**config.mk**
```make
export PLATFORM = sky130hd
export DESIGN_NAME = fpu_dispatch
export DESIGN_NICKNAME = d
export VERILOG_FILES = /design/src/rtl/fpu_pkg.sv /design/src/rtl/fpu_dispatch.sv
export SDC_FILE = /design/constraint.sdc
export NUM_CORES = 1
export LEC_CHECK = 0
export CAP_MARGIN = 20
export CORE_ASPECT_RATIO = 0.9
export CORE_MARGIN = 10
export CORE_UTILIZATION = 42
export CTS_BUF_LIST = sky130_fd_sc_hd__clkbuf_8
export DETAILED_ROUTE_END_ITERATION = 10
export MAX_ROUTING_LAYER = met4
export PLACE_DENSITY = 0.86
export SLEW_MARGIN = 20
export SYNTH_ARGS = -nofsm -noshare
export SYNTH_HDL_FRONTEND = slang
export SYNTH_SLANG_ARGS = --single-unit
export TNS_END_PERCENT = 50
```
**constraint.sdc**
```tcl
create_clock -name clk -period 9.5 [get_ports clk]
set_input_delay 1.425 -clock clk [delete_from_list [all_inputs] [get_ports clk]]
set_output_delay 1.425 -clock clk [all_outputs]
set_load 0.01 [all_outputs]
```
**src/rtl/fpu_pkg.sv**
```systemverilog
// fpu_pkg: op encodings and dispatcher state type shared by fpu_dispatch.
`default_nettype none
package fpu_pkg;

    localparam logic [1:0] OP_FADD   = 2'd0;
    localparam logic [1:0] OP_FSUB   = 2'd1;
    localparam logic [1:0] OP_FMUL   = 2'd2;
    localparam logic [1:0] OP_FDIV   = 2'd3;
    localparam int         NUM_UNITS = 4;

    typedef enum logic [1:0] {
        ST_IDLE  = 2'd0,
        ST_ISSUE = 2'd1,
        ST_WAIT  = 2'd2,
        ST_RESP  = 2'd3
    } state_t;

    function automatic logic [NUM_UNITS-1:0] op_onehot(input logic [1:0] op);
        return NUM_UNITS'(1) << op;
    endfunction

endpackage
`default_nettype wire

```
**src/rtl/fpu_dispatch.sv**
```systemverilog
// fpu_dispatch: issues one FP op at a time to the unit selected by req_op over
// split A/B streams, then returns the unit result or a timeout error.
`default_nettype none
module fpu_dispatch
    import fpu_pkg::*;
#(
    parameter int TIMEOUT = 1023
) (
    input  logic                    clk,
    input  logic                    rst,
    input  logic                    req_valid,
    output logic                    req_ready,
    input  logic [1:0]              req_op,
    input  logic [31:0]             req_a,
    input  logic [31:0]             req_b,
    output logic                    rsp_valid,
    input  logic                    rsp_ready,
    output logic [31:0]             rsp_data,
    output logic                    rsp_err,
    output logic [31:0]             a_tdata,
    output logic [NUM_UNITS-1:0]    a_tvalid,
    input  logic [NUM_UNITS-1:0]    a_tready,
    output logic [31:0]             b_tdata,
    output logic [NUM_UNITS-1:0]    b_tvalid,
    input  logic [NUM_UNITS-1:0]    b_tready,
    input  logic [32*NUM_UNITS-1:0] res_tdata,
    input  logic [NUM_UNITS-1:0]    res_tvalid,
    output logic [NUM_UNITS-1:0]    res_tready
);

    localparam int            CW      = (TIMEOUT < 1) ? 1 : $clog2(TIMEOUT + 1);
    localparam logic [CW-1:0] CNT_MAX = CW'(TIMEOUT);

    state_t         state_q, state_d;
    logic [1:0]     op_q, op_d;
    logic [31:0]    a_q, a_d;
    logic [31:0]    b_q, b_d;
    logic           a_done_q, a_done_d;
    logic           b_done_q, b_done_d;
    logic [CW-1:0]  cnt_q, cnt_d;
    logic [31:0]    rsp_data_q, rsp_data_d;
    logic           rsp_err_q, rsp_err_d;

    logic [NUM_UNITS-1:0] sel;
    logic                 a_hs, b_hs, res_hs;
    logic [31:0]          res_slice;

    // Every handshake output is decoded from registers only, so an async reset
    // of state_q removes all valids/readies in the same cycle.
    always_comb begin
        sel        = op_onehot(op_q);
        a_tvalid   = (state_q == ST_ISSUE && !a_done_q) ? sel : '0;
        b_tvalid   = (state_q == ST_ISSUE && !b_done_q) ? sel : '0;
        res_tready = (state_q == ST_WAIT) ? sel : '0;
        req_ready  = (state_q == ST_IDLE);
        rsp_valid  = (state_q == ST_RESP);
        a_tdata    = a_q;
        b_tdata    = b_q;
        rsp_data   = rsp_data_q;
        rsp_err    = rsp_err_q;
        a_hs       = |(a_tvalid & a_tready);
        b_hs       = |(b_tvalid & b_tready);
        res_hs     = |(res_tready & res_tvalid);
        res_slice  = res_tdata[{op_q, 5'd0} +: 32];
    end

    always_comb begin
        state_d    = state_q;
        op_d       = op_q;
        a_d        = a_q;
        b_d        = b_q;
        a_done_d   = a_done_q;
        b_done_d   = b_done_q;
        cnt_d      = cnt_q;
        rsp_data_d = rsp_data_q;
        rsp_err_d  = rsp_err_q;
        case (state_q)
            ST_IDLE: begin
                if (req_valid) begin
                    op_d     = req_op;
                    a_d      = req_a;
                    b_d      = req_b;
                    a_done_d = 1'b0;
                    b_done_d = 1'b0;
                    state_d  = ST_ISSUE;
                end
            end
            ST_ISSUE: begin
                a_done_d = a_done_q | a_hs;
                b_done_d = b_done_q | b_hs;
                if (a_done_d && b_done_d) begin
                    a_done_d = 1'b0;
                    b_done_d = 1'b0;
                    cnt_d    = '0;
                    state_d  = ST_WAIT;
                end
            end
            ST_WAIT: begin
                // A result landing on the final count still completes normally.
                if (res_hs) begin
                    rsp_data_d = res_slice;
                    rsp_err_d  = 1'b0;
                    state_d    = ST_RESP;
                end else if (cnt_q == CNT_MAX) begin
                    rsp_data_d = '0;
                    rsp_err_d  = 1'b1;
                    state_d    = ST_RESP;
                end else begin
                    cnt_d = cnt_q + 1'b1;
                end
            end
            ST_RESP: begin
                if (rsp_ready) begin
                    state_d = ST_IDLE;
                end
            end
            default: state_d = ST_IDLE;
        endcase
    end

    always_ff @(posedge clk or posedge rst) begin
        if (rst) begin
            state_q    <= ST_IDLE;
            op_q       <= OP_FADD;
            a_q        <= '0;
            b_q        <= '0;
            a_done_q   <= 1'b0;
            b_done_q   <= 1'b0;
            cnt_q      <= '0;
            rsp_data_q <= '0;
            rsp_err_q  <= 1'b0;
        end else begin
            state_q    <= state_d;
            op_q       <= op_d;
            a_q        <= a_d;
            b_q        <= b_d;
            a_done_q   <= a_done_d;
            b_done_q   <= b_done_d;
            cnt_q      <= cnt_d;
            rsp_data_q <= rsp_data_d;
            rsp_err_q  <= rsp_err_d;
        end
    end

endmodule
`default_nettype wire

```
==> summary.md, run 1 <==
Kind of critical path: flip-flop to output pin. 321 I/O pins were placed. The mux cell area share after synthesis came out at 28.4%. Counting the fill cells in the layout gives 831. Yosys printed 0 warnings.

After synthesis, the largest family of logic cells by area is multiplexers. In this run the worst hold path is classified as flip-flop to flip-flop. The area enclosed by the die boundary was 18,000 sq um; the source-to-sink clock delay at the later pin of the worst-skew pair was 440 ps. The complex-gate fraction of the synthesized area was 10.2%; the area taken by flip-flops and latches was 2830 sq um. The cell row count is 39, and the post-synthesis to final-layout area growth is 68.6%. Summing all multi-input logic gate instances after layout gives 2500 sq um. Setup violations remaining at the end of the flow were counted as 0.

The post-route netlist has 20.2% of its cells at a drive strength greater than 1. Half-perimeter wire length after detailed placement: 16,700 microns. Counting flops and latches in the post-synthesis netlist gives 113. The count of buffers inserted at the top-level ports was 320; the final wirelength was 21,000 microns.

Measured against its own limit, the worst slew margin works out to 34.4%. Across the VDD grid, the largest voltage drop is 0.249 mV. In this run the most critical hold path is launched from a_done_q. The final-report max-slew violation count came out at 0. The core area came out at 12,700 sq um.

A synthesized cell averages 14.1 sq um. The H-tree generated during clock tree synthesis spans 4 levels. The setup skew after layout was 6.16 ps. The tools report the number of iterations in the first detailed-routing pass as 4. The power density over the cells is 307 nW/um^2.

The nature of the critical path startpoint was a flip-flop. The synthesized netlist devotes 1.14% of its cell area to adder and majority cells. Width of the die: 140 microns. Initial core utilization: 42.9%. The tools report the final estimated routing congestion in global placement as 0.914.

Cell with the largest stage delay on the worst path: sky130_fd_sc_hd__clkdlybuf4s50_1. After technology mapping, the gate count stands at 389. The first global-routing pass estimated 31,700 microns of wire.

The run finished with clean final reports. After synthesis, the share of flip-flops with an asynchronous set or reset is 100%. After synthesis, flip-flops and latches occupy 51.7% of the total area.

The number of nets handed over by synthesis was 604. The quantity of gates resized following cts was 0; the largest buffer count on any clock path was 2. The number of sinks handled by clock tree synthesis was 113; the simple-gate share of the synthesized area was 5.95%. The library cell used as clock root buffer was sky130_fd_sc_hd__clkbuf_8. The critical path goes through inv_1 > ha_1 > clkinv_1 > nor3_1 > clkdlybuf4s50_1.

The tools report the number of buffers added by the clock tree synthesis step as 17. Setup repair after global routing left no endpoint under its margin. The number of global-route vias before repair was 5,362; the via count of the routed design was 4,809. At the end of the flow, the number of nets in the layout was 920. Tracing the worst setup path back leads to its startpoint at state_q[0].

For the number of hold violations in the final report, the log shows 0. STA classifies the critical path endpoint as an output pin. The synthesized netlist contains 43 unique library cells. Via density per instance: 5.45. After the first detailed-routing iteration, the DRC count stood at 352. The sum of negative setup slack is 0 ps. Time the final worst path needs with I/O delays and setup: 4190 ps. The number of antenna violations at the first check in global routing was 0. The total overflow reported by the global router was 0; the count of unresolved DRC violations after routing was 0. The post-route fraction of the period consumed by the critical path was 44.1%.

The routed length per instance came out at 23.8 microns. The reg-to-reg startpoint was op_q[0]. The floorplan step set the die height to 128 microns. The tools report the final hold slack as 499 ps.

The maximum number of pins on one net before global-route repair was 67; the post-synthesis xor/xnor area fraction was 0%. The count of flip-flops with a built-in enable after synthesis is 0, and the fmax is 239 MHz. Clock-pin slew was measured on the worst setup and hold paths at 70 ps.

The cell area after technology mapping was 5470 sq um; the post-detailed-route count of antenna-violating nets was 0. The logs give 0 for the total of max-cap violations and 0 for the setup fix buffers added after clock tree synthesis. For this design, the CTS-stage hold fixing added 0 buffers. For the data arrival time at the worst-slack endpoint, the log shows 2770 ps.

The worst stage delay on the critical path is 580 ps, and the leakage component of the power is 3.79 nW. The pin slew with the least headroom to its limit is 984 ps. Global routing used 23.6% of the available tracks. In this run the worst path has a maximum fanout of 15. The required time at the worst-slack endpoint was 8080 ps; the antenna diode count was 0. For this run, the leading register cell type out of synthesis is sky130_fd_sc_hd__dfrtp_1.

TritonCTS built the clock tree.
[cell type report]
| class | instances | area share, % |
|---|---|---|
| tap | 164 | 2.23 |
| sequential | 113 | 30.7 |
| clock buffer | 20 | 2.99 |
| clock inverter | 12 | 1.52 |
| timing repair buffer | 324 | 35.1 |
| multi-input combinational | 242 | 27.2 |
| inverter | 7 | 0.312 |
[synthesized netlist by cell type, types with 3 or more instances]
cell / n / area, sq um
sky130_fd_sc_hd__nand2_1: 14 / 52.6
sky130_fd_sc_hd__nand4_1: 3 / 18.8
sky130_fd_sc_hd__nand2b_1: 5 / 31.3
sky130_fd_sc_hd__mux2i_1: 4 / 40.0
sky130_fd_sc_hd__nor3_1: 4 / 20.0
sky130_fd_sc_hd__mux4_2: 33 / 743
sky130_fd_sc_hd__mux2_2: 67 / 754
sky130_fd_sc_hd__nand3_1: 5 / 25.0
sky130_fd_sc_hd__a21oi_1: 8 / 40.0
sky130_fd_sc_hd__ha_1: 5 / 62.6
sky130_fd_sc_hd__nor2_1: 18 / 67.6
sky130_fd_sc_hd__and3_1: 5 / 31.3
sky130_fd_sc_hd__buf_2: 6 / 30.0
sky130_fd_sc_hd__o21ai_0: 4 / 20.0
sky130_fd_sc_hd__inv_1: 6 / 22.5
sky130_fd_sc_hd__a22o_1: 34 / 298
sky130_fd_sc_hd__nor4_1: 4 / 25.0
sky130_fd_sc_hd__clkbuf_1: 19 / 71.3
sky130_fd_sc_hd__dfrtp_1: 113 / 2830
sky130_fd_sc_hd__a211o_1: 5 / 43.8
[worst max-delay path, delay by kind of cell (launching register included)]
kind / cells / cell delay [ps]
DFF: 1 / 420
buffers and inverters: 3 / 1110
adders and majority gates: 1 / 540
and+or+nand+nor: 1 / 260
[layout by cell type (no fill, tap or decap), types with 3 or more instances in the layout]
master,instances
sky130_fd_sc_hd__bufinv_16,3
sky130_fd_sc_hd__mux4_2,33
sky130_fd_sc_hd__a21oi_1,8
sky130_fd_sc_hd__mux2_2,67
sky130_fd_sc_hd__clkinvlp_4,3
sky130_fd_sc_hd__a22o_1,34
sky130_fd_sc_hd__o21ai_0,4
sky130_fd_sc_hd__nand2_1,13
sky130_fd_sc_hd__nor4_1,4
sky130_fd_sc_hd__inv_1,7
sky130_fd_sc_hd__buf_4,4
sky130_fd_sc_hd__dfrtp_1,111
sky130_fd_sc_hd__mux2i_1,4
sky130_fd_sc_hd__clkdlybuf4s50_1,320
sky130_fd_sc_hd__nor2_1,18
sky130_fd_sc_hd__and3_1,5
sky130_fd_sc_hd__nand3_1,5
sky130_fd_sc_hd__clkinv_2,4
sky130_fd_sc_hd__nor3_1,4
sky130_fd_sc_hd__clkbuf_8,20
sky130_fd_sc_hd__a211o_1,5
sky130_fd_sc_hd__ha_1,5
sky130_fd_sc_hd__nand2b_1,5
sky130_fd_sc_hd__nand4_1,3
[kinds of logic (layout without fill, tap and decap cells)]
kind of cell    after synthesis  count (layout)
buf+inv                      34             363
fa+ha+maj                     5               5
simple gates                 65              65
compound gates               67              67
flops                       113             113
mux                         105             105
[power by group]
group | total [mW] | switching [mW] | internal [mW] | leakage [nW]
Sequential | 0.888 | 0.178 | 0.711 | 1.38
Combinational | 1.47 | 0.607 | 0.861 | 2.20
Clock | 0.470 | 0.194 | 0.276 | 0.213
Total | 2.83 | 0.979 | 1.85 | 3.79
[final timing paths]
| path | endpoint | slack, ps | cells after the start |
|---|---|---|---|
| worst max-delay path | res_tready[0] | 5310 | 5 |
| worst min-delay path | a_done_q | 500 | 1 |
| worst max register to register | cnt_q[0] | 6630 | 6 |
| worst min register to register | a_done_q | 500 | 1 |
| max in group asynchronous | b_tdata[14] | 6830 | 3 |
| min in group asynchronous | b_tdata[27] | 1430 | 2 |
[metal layers]
layer | part of all wire, % | global-route usage, % | vias to the layer above
met2 | 53 | 41.1 | 236
met1 | 37 | 25.7 | 2414
met3 | 8.0 | 7.19 | 35
met4 | 1.8 | 6.31 | 0
li1 | - | - | 2124
met5 | 0 | - | -
[registers in the layout, indices dropped and copies added (netlist names)]
signal	cells
rsp_err	1
rsp_data	32
op_q	2
a_done_q	1
b_tdata	32
cnt_q	10
state_q	2
b_done_q	1
a_tdata	32
[through the flow]
step                      power (mW)  instances  area (sq um)  utilization, %  setup slack, ps
final                           2.83        882          9220            72.4             5310
after global routing            2.99        882          9220            72.4             5140
after CTS                       2.86        882          9220            72.4             5330
after detailed placement        2.37        850          8800            69.1             5840
after global placement          2.31        850          8800            69.1             5960
after floorplan                 1.63        389          5470               -             5090
Power figures use the tool's default switching activity.
==> inputs of run 2 (changes only) <==
--- a/config.mk
+++ b/config.mk
@@ -8,11 +8,11 @@
 export CAP_MARGIN = 20
 export CORE_ASPECT_RATIO = 0.9
 export CORE_MARGIN = 10
-export CORE_UTILIZATION = 42
+export CORE_UTILIZATION = 35
 export CTS_BUF_LIST = sky130_fd_sc_hd__clkbuf_8
 export DETAILED_ROUTE_END_ITERATION = 10
 export MAX_ROUTING_LAYER = met4
-export PLACE_DENSITY = 0.86
+export PLACE_DENSITY = 0.76
 export SLEW_MARGIN = 20
 export SYNTH_ARGS = -nofsm -noshare
 export SYNTH_HDL_FRONTEND = slang
==> constraint.sdc (replaced) <==
create_clock -name clk -period 3.55 [get_ports clk]
set_input_delay 0.5325 -clock clk [delete_from_list [all_inputs] [get_ports clk]]
set_output_delay 0.5325 -clock clk [all_outputs]
set_load 0.01 [all_outputs]
==> summary.md, run 2 (synthesis results as in run 1) <==
The flow ran to the end, and the final reports show no timing, DRC or antenna violations. The via density per instance is 5.16 (was 5.45), and the layout cell share with drive strength beyond 1 is 20.2% (about the same). The library cell used as clock root buffer was sky130_fd_sc_hd__clkbuf_8 (unchanged). The share of total power in sequential cells was 32.4% (was 31.4%); the time the final worst path needs with I/O delays and setup was 3150 ps. The number of sinks handled by clock tree synthesis is 113 (unchanged), and the quantity of gates resized following cts is 0 (unchanged).

For the maximum number of pins on one net before global-route repair, the log shows 89 (was 67). The combinational group share of total power was 52.6% (was 51.9%). Setup repair after global routing left no endpoint under its margin. The run gives 2500 sq um (about the same) as the area taken by multi-input logic gates. The class of the worst hold path was input pin to asynchronous set/reset pin (was flip-flop to flip-flop). The logs give 35.5% (was 42.9%) for the initial core utilization and 0 (unchanged) for the number of antenna violations at the first check in global routing. The most common cell after layout, fill and taps aside was sky130_fd_sc_hd__clkdlybuf4s50_1 (unchanged). The run gives 2610 ps (was 2770 ps) as the data arrival time at the worst-slack endpoint. The total of max-cap violations is 0 (unchanged), and the antenna diode count is 0 (unchanged). The clock transition at the registers of the reported paths is 70 ps (about the same). Type of destination of the critical path: an output pin (unchanged). Cell-internal power: 4.81 mW (was 1.85 mW).

The post-route fraction of the period consumed by the critical path was 88.7%; the area enclosed by the die boundary was 21,000 sq um (was 18,000 sq um). The total power was 7.40 mW (was 2.83 mW); the pin slew with the least headroom to its limit was 986 ps (was 984 ps). Count of buffers inserted at the top-level ports: 320 (unchanged).

Routed length on met2: 11,200 microns (about the same). The tools report the count of unresolved DRC violations after routing as 0 (unchanged). The width of the die is 152 microns (was 140 microns).

The logs give 15.1% (was 16.6%) for the share of power burned in the clock network and 1830 microns (was 1690 microns) for the wire length on met3. The required time at the worst-slack endpoint came out at 3020 ps (was 8080 ps). The total number of H-tree levels came out at 4 (unchanged). The highest metal layer with signal wires is met4 (unchanged). For the number of hold buffers added after cts, the log shows 0 (unchanged).

The switching part of the total power was 34.9% (was 34.6%). The final estimated routing congestion in global placement was 0.962 (was 0.914). The tools report the fmax as 318 MHz. The run gives 921 (was 920) as the post-layout net count. TritonCTS built the clock tree.

The tools report the via count of the routed design as 4,748 (was 4,809). The run gives 0 (unchanged) as the setup fix buffers added after clock tree synthesis. The depth of the most critical reg-to-reg path was 5 (was 6); the wire length of the first global-routing pass was 31,400 microns (was 31,700 microns). The maximum fanout count along the critical path came out at 15 (unchanged).

The run gives 0.535 mV (was 0.249 mV) as the largest vdd supply drop. The kind of critical path was flip-flop to output pin (unchanged). The tools report the number of buffers added by the clock tree synthesis step as 17 (unchanged).

The core area is 15,400 sq um (was 12,700 sq um), and the overall fraction of global-route tracks in use is 20.0% (was 23.6%). The tools report the setup skew after layout as 20.5 ps (was 6.16 ps). The largest buffer count on any clock path came out at 2 (unchanged). The tools report the nature of the critical path startpoint as a flip-flop (unchanged).

The logs give 321 (unchanged) for the I/O pin total and 34.3% (was 34.4%) for the relative slew slack. The number of hold violations in the final report was 0 (unchanged). The switching power is 2.59 mW (was 0.979 mW). The power density over the cells works out to 800 nW/um^2 (was 307 nW/um^2). For the half-perimeter wire length after detailed placement, the log shows 16,700 microns (about the same). Most frequent cells in the layout: sky130_fd_sc_hd__clkdlybuf4s50_1, sky130_fd_sc_hd__dfrtp_1, sky130_fd_sc_hd__mux2_2, sky130_fd_sc_hd__a22o_1, sky130_fd_sc_hd__mux4_2 (unchanged). The source-to-sink clock delay at the later pin of the worst-skew pair was 430 ps (was 440 ps); the sum of negative setup slack was 0 ps (unchanged). Routed length per instance: 22.7 microns (was 23.8 microns). The cell row count is 43 (was 39), and the number of iterations in the first detailed-routing pass is 6 (was 4). The leakage component of the power was 3.78 nW (was 3.79 nW); the number of global-route vias before repair was 5,197 (was 5,362). The final-report max-slew violation count is 0 (unchanged), and the post-detailed-route count of antenna-violating nets is 0 (unchanged). Y dimension of the die: 139 microns (was 128 microns). The run gives 1,241 (was 831) as the number of fillers in the final layout. The logs give 7640 microns (was 7760 microns) for the met1 routed wirelength after detailed routing and 0 (unchanged) for the number of setup violations in the final report. The tools report the area taken by flip-flops and latches as 2830 sq um (unchanged).

The total overflow reported by the global router was 0 (unchanged). The starting DRC count in detailed routing came out at 231 (was 352). For the final wirelength, the log shows 20,900 microns (was 21,000 microns). The post-synthesis to final-layout area growth is 69.2% (was 68.6%).
run 2: changes by cell type in the layout (fill, tap and decap cells not counted):
cell	change
sky130_fd_sc_hd__buf_12	+2
sky130_fd_sc_hd__clkinvlp_4	+1
sky130_fd_sc_hd__and2_2	-1
sky130_fd_sc_hd__bufinv_16	-2
sky130_fd_sc_hd__and2_1	+1
sky130_fd_sc_hd__clkinv_2	+1
sky130_fd_sc_hd__buf_4	-1
run 2: final cells by class:
type	count	share of cell area, %
Multi-Input combinational cell	242	27.1
Timing Repair Buffer	325	35.3
Clock buffer	20	2.98
Clock inverter	12	1.00
Sequential cell	113	30.6
Tap cell	202	2.73
Inverter	7	0.311
run 2: layer usage:
| metal | vias up | track usage, % |
|---|---|---|
| met5 | - | - |
| met4 | 0 | 4.96 |
| met3 | 13 | 6.88 |
| met2 | 202 | 35.0 |
| met1 | 2400 | 20.8 |
| li1 | 2133 | - |
run 2: path summary, 6_finish.rpt:
| kind | from | end | slack, ps |
|---|---|---|---|
| worst max-delay path | state_q[0] | res_tready[0] | 400 |
| worst min-delay path | rst | b_tdata[14] | 430 |
| worst max register to register | op_q[1] | cnt_q[0] | 920 |
| worst min register to register | rsp_data[14] | rsp_data[14] | 500 |
| max in group asynchronous | rst | op_q[1] | 2290 |
| min in group clk | rsp_data[14] | rsp_data[14] | 500 |
run 2: power by group through the flow:
| stage | Sequential, mW | Clock, mW | Combinational [mW] |
|---|---|---|---|
| 6_report | 2.39 | 1.12 | 3.89 |
| 4_1_cts | 2.41 | 1.16 | 3.95 |
| 3_5_place_dp | 2.42 | 0 | 3.92 |
| 2_1_floorplan | 2.48 | 0 | 1.89 |
| 3_3_place_gp | 2.38 | 0 | 3.87 |
| 5_1_grt | 2.48 | 1.21 | 4.16 |
run 2: stage by stage:
stage,instances,setup WS (ps),hold WS [ps],cell area (sq um),utilization [%]
floorplan,389,30.1,461,5470,-
global placement,889,904,477,8880,57.7
detailed placement,889,856,491,8880,57.7
CTS,921,369,408,9250,60.1
global route,921,216,419,9250,60.1
finish,921,403,426,9250,60.1
run 2: critical path, cell delays in order, from the launching register on:
cell and delay, ps:
sky130_fd_sc_hd__dfrtp_1 420, sky130_fd_sc_hd__inv_1 90, sky130_fd_sc_hd__ha_1 480, sky130_fd_sc_hd__clkinv_1 370, sky130_fd_sc_hd__nor3_1 250, sky130_fd_sc_hd__clkdlybuf4s50_1 580
==> inputs of run 3 (changes only) <==
--- a/config.mk
+++ b/config.mk
@@ -5,7 +5,7 @@
 export SDC_FILE = /design/constraint.sdc
 export NUM_CORES = 1
 export LEC_CHECK = 0
-export CAP_MARGIN = 20
+export CAP_MARGIN = 40
 export CORE_ASPECT_RATIO = 0.9
 export CORE_MARGIN = 10
 export CORE_UTILIZATION = 35
==> summary.md, run 3 (synthesis results as in run 1) <==
The run finished with clean final reports. The fraction of the core area covered by cells at the end of the flow is 61.0% (was 60.1%), and the number of global-route vias before repair is 5,226 (was 5,197). The kind of critical path was flip-flop to output pin (unchanged).

The layout cell share with drive strength beyond 1 works out to 20.6% (was 20.2%). Clock transition at the registers of the reported paths: 80 ps (was 70 ps). The most common cell after layout, fill and taps aside is sky130_fd_sc_hd__clkdlybuf4s50_1 (unchanged). The y dimension of the die was 139 microns (unchanged).

The count of buffers inserted at the top-level ports came out at 320 (unchanged). The core area is 15,400 sq um (unchanged), and the cell area after placement is 8910 sq um (was 8880 sq um). The number of fillers in the final layout is 1,243 (was 1,241). The tools report the starting DRC count in detailed routing as 271 (was 231). The run gives 2500 sq um (unchanged) as the area taken by multi-input logic gates. The run gives 0 (unchanged) as the number of setup violations in the final report. The number of iterations in the first detailed-routing pass is 4 (was 6). The tools report the total of max-cap violations as 0 (unchanged). The setup fix buffers added after clock tree synthesis was 0 (unchanged); the routed length per instance was 22.8 microns (was 22.7 microns). The run gives 0 (unchanged) as the number of hold buffers added after cts.

The cell row count was 43 (unchanged); the total overflow reported by the global router was 0 (unchanged). For the setup skew after layout, the log shows 10.6 ps (was 20.5 ps). The final estimated routing congestion in global placement is 0.962 (unchanged). Class of the worst hold path: input pin to asynchronous set/reset pin (unchanged). For the leakage component of the power, the log shows 3.83 nW (was 3.78 nW). The via density per instance came out at 5.14 (was 5.16). The logs give 2830 sq um (unchanged) for the area taken by flip-flops and latches and 2 (unchanged) for the largest buffer count on any clock path. Quantity of gates resized following cts: 0 (unchanged). The via count of the routed design is 4,744 (was 4,748), and the power density over the cells is 825 nW/um^2 (was 800 nW/um^2). TritonCTS built the clock tree. The number of hold violations in the final report is 0 (unchanged). For the data arrival time at the worst-slack endpoint, the log shows 2600 ps (was 2610 ps). The post-synthesis to final-layout area growth was 71.8% (was 69.2%). I/O pin total: 321 (unchanged).

The overall fraction of global-route tracks in use was 20.3% (was 20.0%); the post-route fraction of the period consumed by the critical path was 88.2% (was 88.7%). The post-layout net count was 922 (was 921). The maximum fanout count along the critical path was 15 (unchanged); the time the final worst path needs with I/O delays and setup was 3130 ps (was 3150 ps).

For the source-to-sink clock delay at the later pin of the worst-skew pair, the log shows 430 ps (about the same). The pin slew with the least headroom to its limit was 687 ps (was 986 ps); the required time at the worst-slack endpoint was 3020 ps (about the same). The total number of H-tree levels is 4 (unchanged).

Nature of the critical path startpoint: a flip-flop (unchanged). The tools report the number of buffers added by the clock tree synthesis step as 17 (unchanged). The largest vdd supply drop was 0.518 mV (was 0.535 mV); the half-perimeter wire length after detailed placement was 16,800 microns (was 16,700 microns).

The number of antenna violations at the first check in global routing is 1 (was 0). Setup repair after global routing left no endpoint under its margin. Library cell used as clock root buffer: sky130_fd_sc_hd__clkbuf_8 (unchanged).

The logs give 21,000 sq um (unchanged) for the area enclosed by the die boundary and 31,700 microns (was 31,400 microns) for the wire length of the first global-routing pass. The number of sinks handled by clock tree synthesis is 113 (unchanged). The width of the die came out at 152 microns (unchanged). The logs give 35.5% (unchanged) for the initial core utilization and 0 (unchanged) for the count of unresolved DRC violations after routing. The type of destination of the critical path was an output pin (unchanged). The maximum number of pins on one net before global-route repair was 89 (unchanged). The run gives 0 ps (unchanged) as the sum of negative setup slack. Final design area excluding fillers: 9390 sq um (was 9250 sq um).

The final wirelength was 21,100 microns (was 20,900 microns); the relative slew slack was 54.2% (was 34.3%). The post-detailed-route count of antenna-violating nets is 0 (unchanged). The fmax is 319 MHz (was 318 MHz). Most frequent cells in the layout: sky130_fd_sc_hd__clkdlybuf4s50_1, sky130_fd_sc_hd__dfrtp_1, sky130_fd_sc_hd__mux2_2, sky130_fd_sc_hd__a22o_1, sky130_fd_sc_hd__mux4_2 (unchanged). The final-report max-slew violation count is 0 (unchanged).
[run 3: cell type report]
type / instances / share of cell area (%)
Timing Repair Buffer: 326 / 35.1
Sequential cell: 113 / 30.1
Multi-Input combinational cell: 242 / 26.7
Clock buffer: 20 / 2.93
Tap cell: 202 / 2.69
Clock inverter: 12 / 2.17
Inverter: 7 / 0.307
Antenna cell: 1 / 0.0267
[run 3: path summary, 6_finish.rpt]
| check | slack [ps] | to | cells past startpoint | start |
|---|---|---|---|---|
| worst max-delay path | 420 | res_tready[0] | 5 | state_q[0] |
| worst min-delay path | 410 | b_tdata[14] | 2 | rst |
| worst max register to register | 1000 | cnt_q[0] | 5 | op_q[0] |
| worst min register to register | 500 | a_done_q | 1 | a_done_q |
| max in group asynchronous | 2310 | op_q[1] | 3 | rst |
| min in group clk | 500 | a_done_q | 1 | a_done_q |
[run 3: power breakdown]
| group | internal (mW) | switching, mW | leakage [nW] | total [mW] |
|---|---|---|---|---|
| logic | 2.34 | 1.62 | 2.22 | 3.96 |
| clock network | 0.895 | 0.544 | 0.232 | 1.44 |
| registers | 1.90 | 0.452 | 1.38 | 2.35 |
| total | 5.13 | 2.61 | 3.83 | 7.75 |
[run 3: stage by stage]
| stage | setup WS, ps | power (mW) | instances | hold WS [ps] |
|---|---|---|---|---|
| floorplan | 30.1 | 4.37 | 389 | 461 |
| global placement | 904 | 6.25 | 889 | 477 |
| detailed placement | 883 | 6.37 | 890 | 490 |
| CTS | 371 | 7.87 | 922 | 393 |
| global route | 227 | 8.20 | 923 | 399 |
| finish | 418 | 7.75 | 923 | 415 |
[run 3: routing by layer]
metal	up-vias	global-route usage, %	part of all wire [%]
met5	-	-	0
met1	2383	20.9	37
met2	201	35.3	53
met3	29	7.11	8.6
li1	2131	-	-
met4	0	6.12	1.9
[run 3: worst max-delay path, stage by stage (launching register included)]
cell                              delay, ps
sky130_fd_sc_hd__dfrtp_1                420
sky130_fd_sc_hd__inv_1                  100
sky130_fd_sc_hd__ha_1                   470
sky130_fd_sc_hd__clkinv_1               360
sky130_fd_sc_hd__nor3_1                 250
sky130_fd_sc_hd__clkdlybuf4s50_1        570
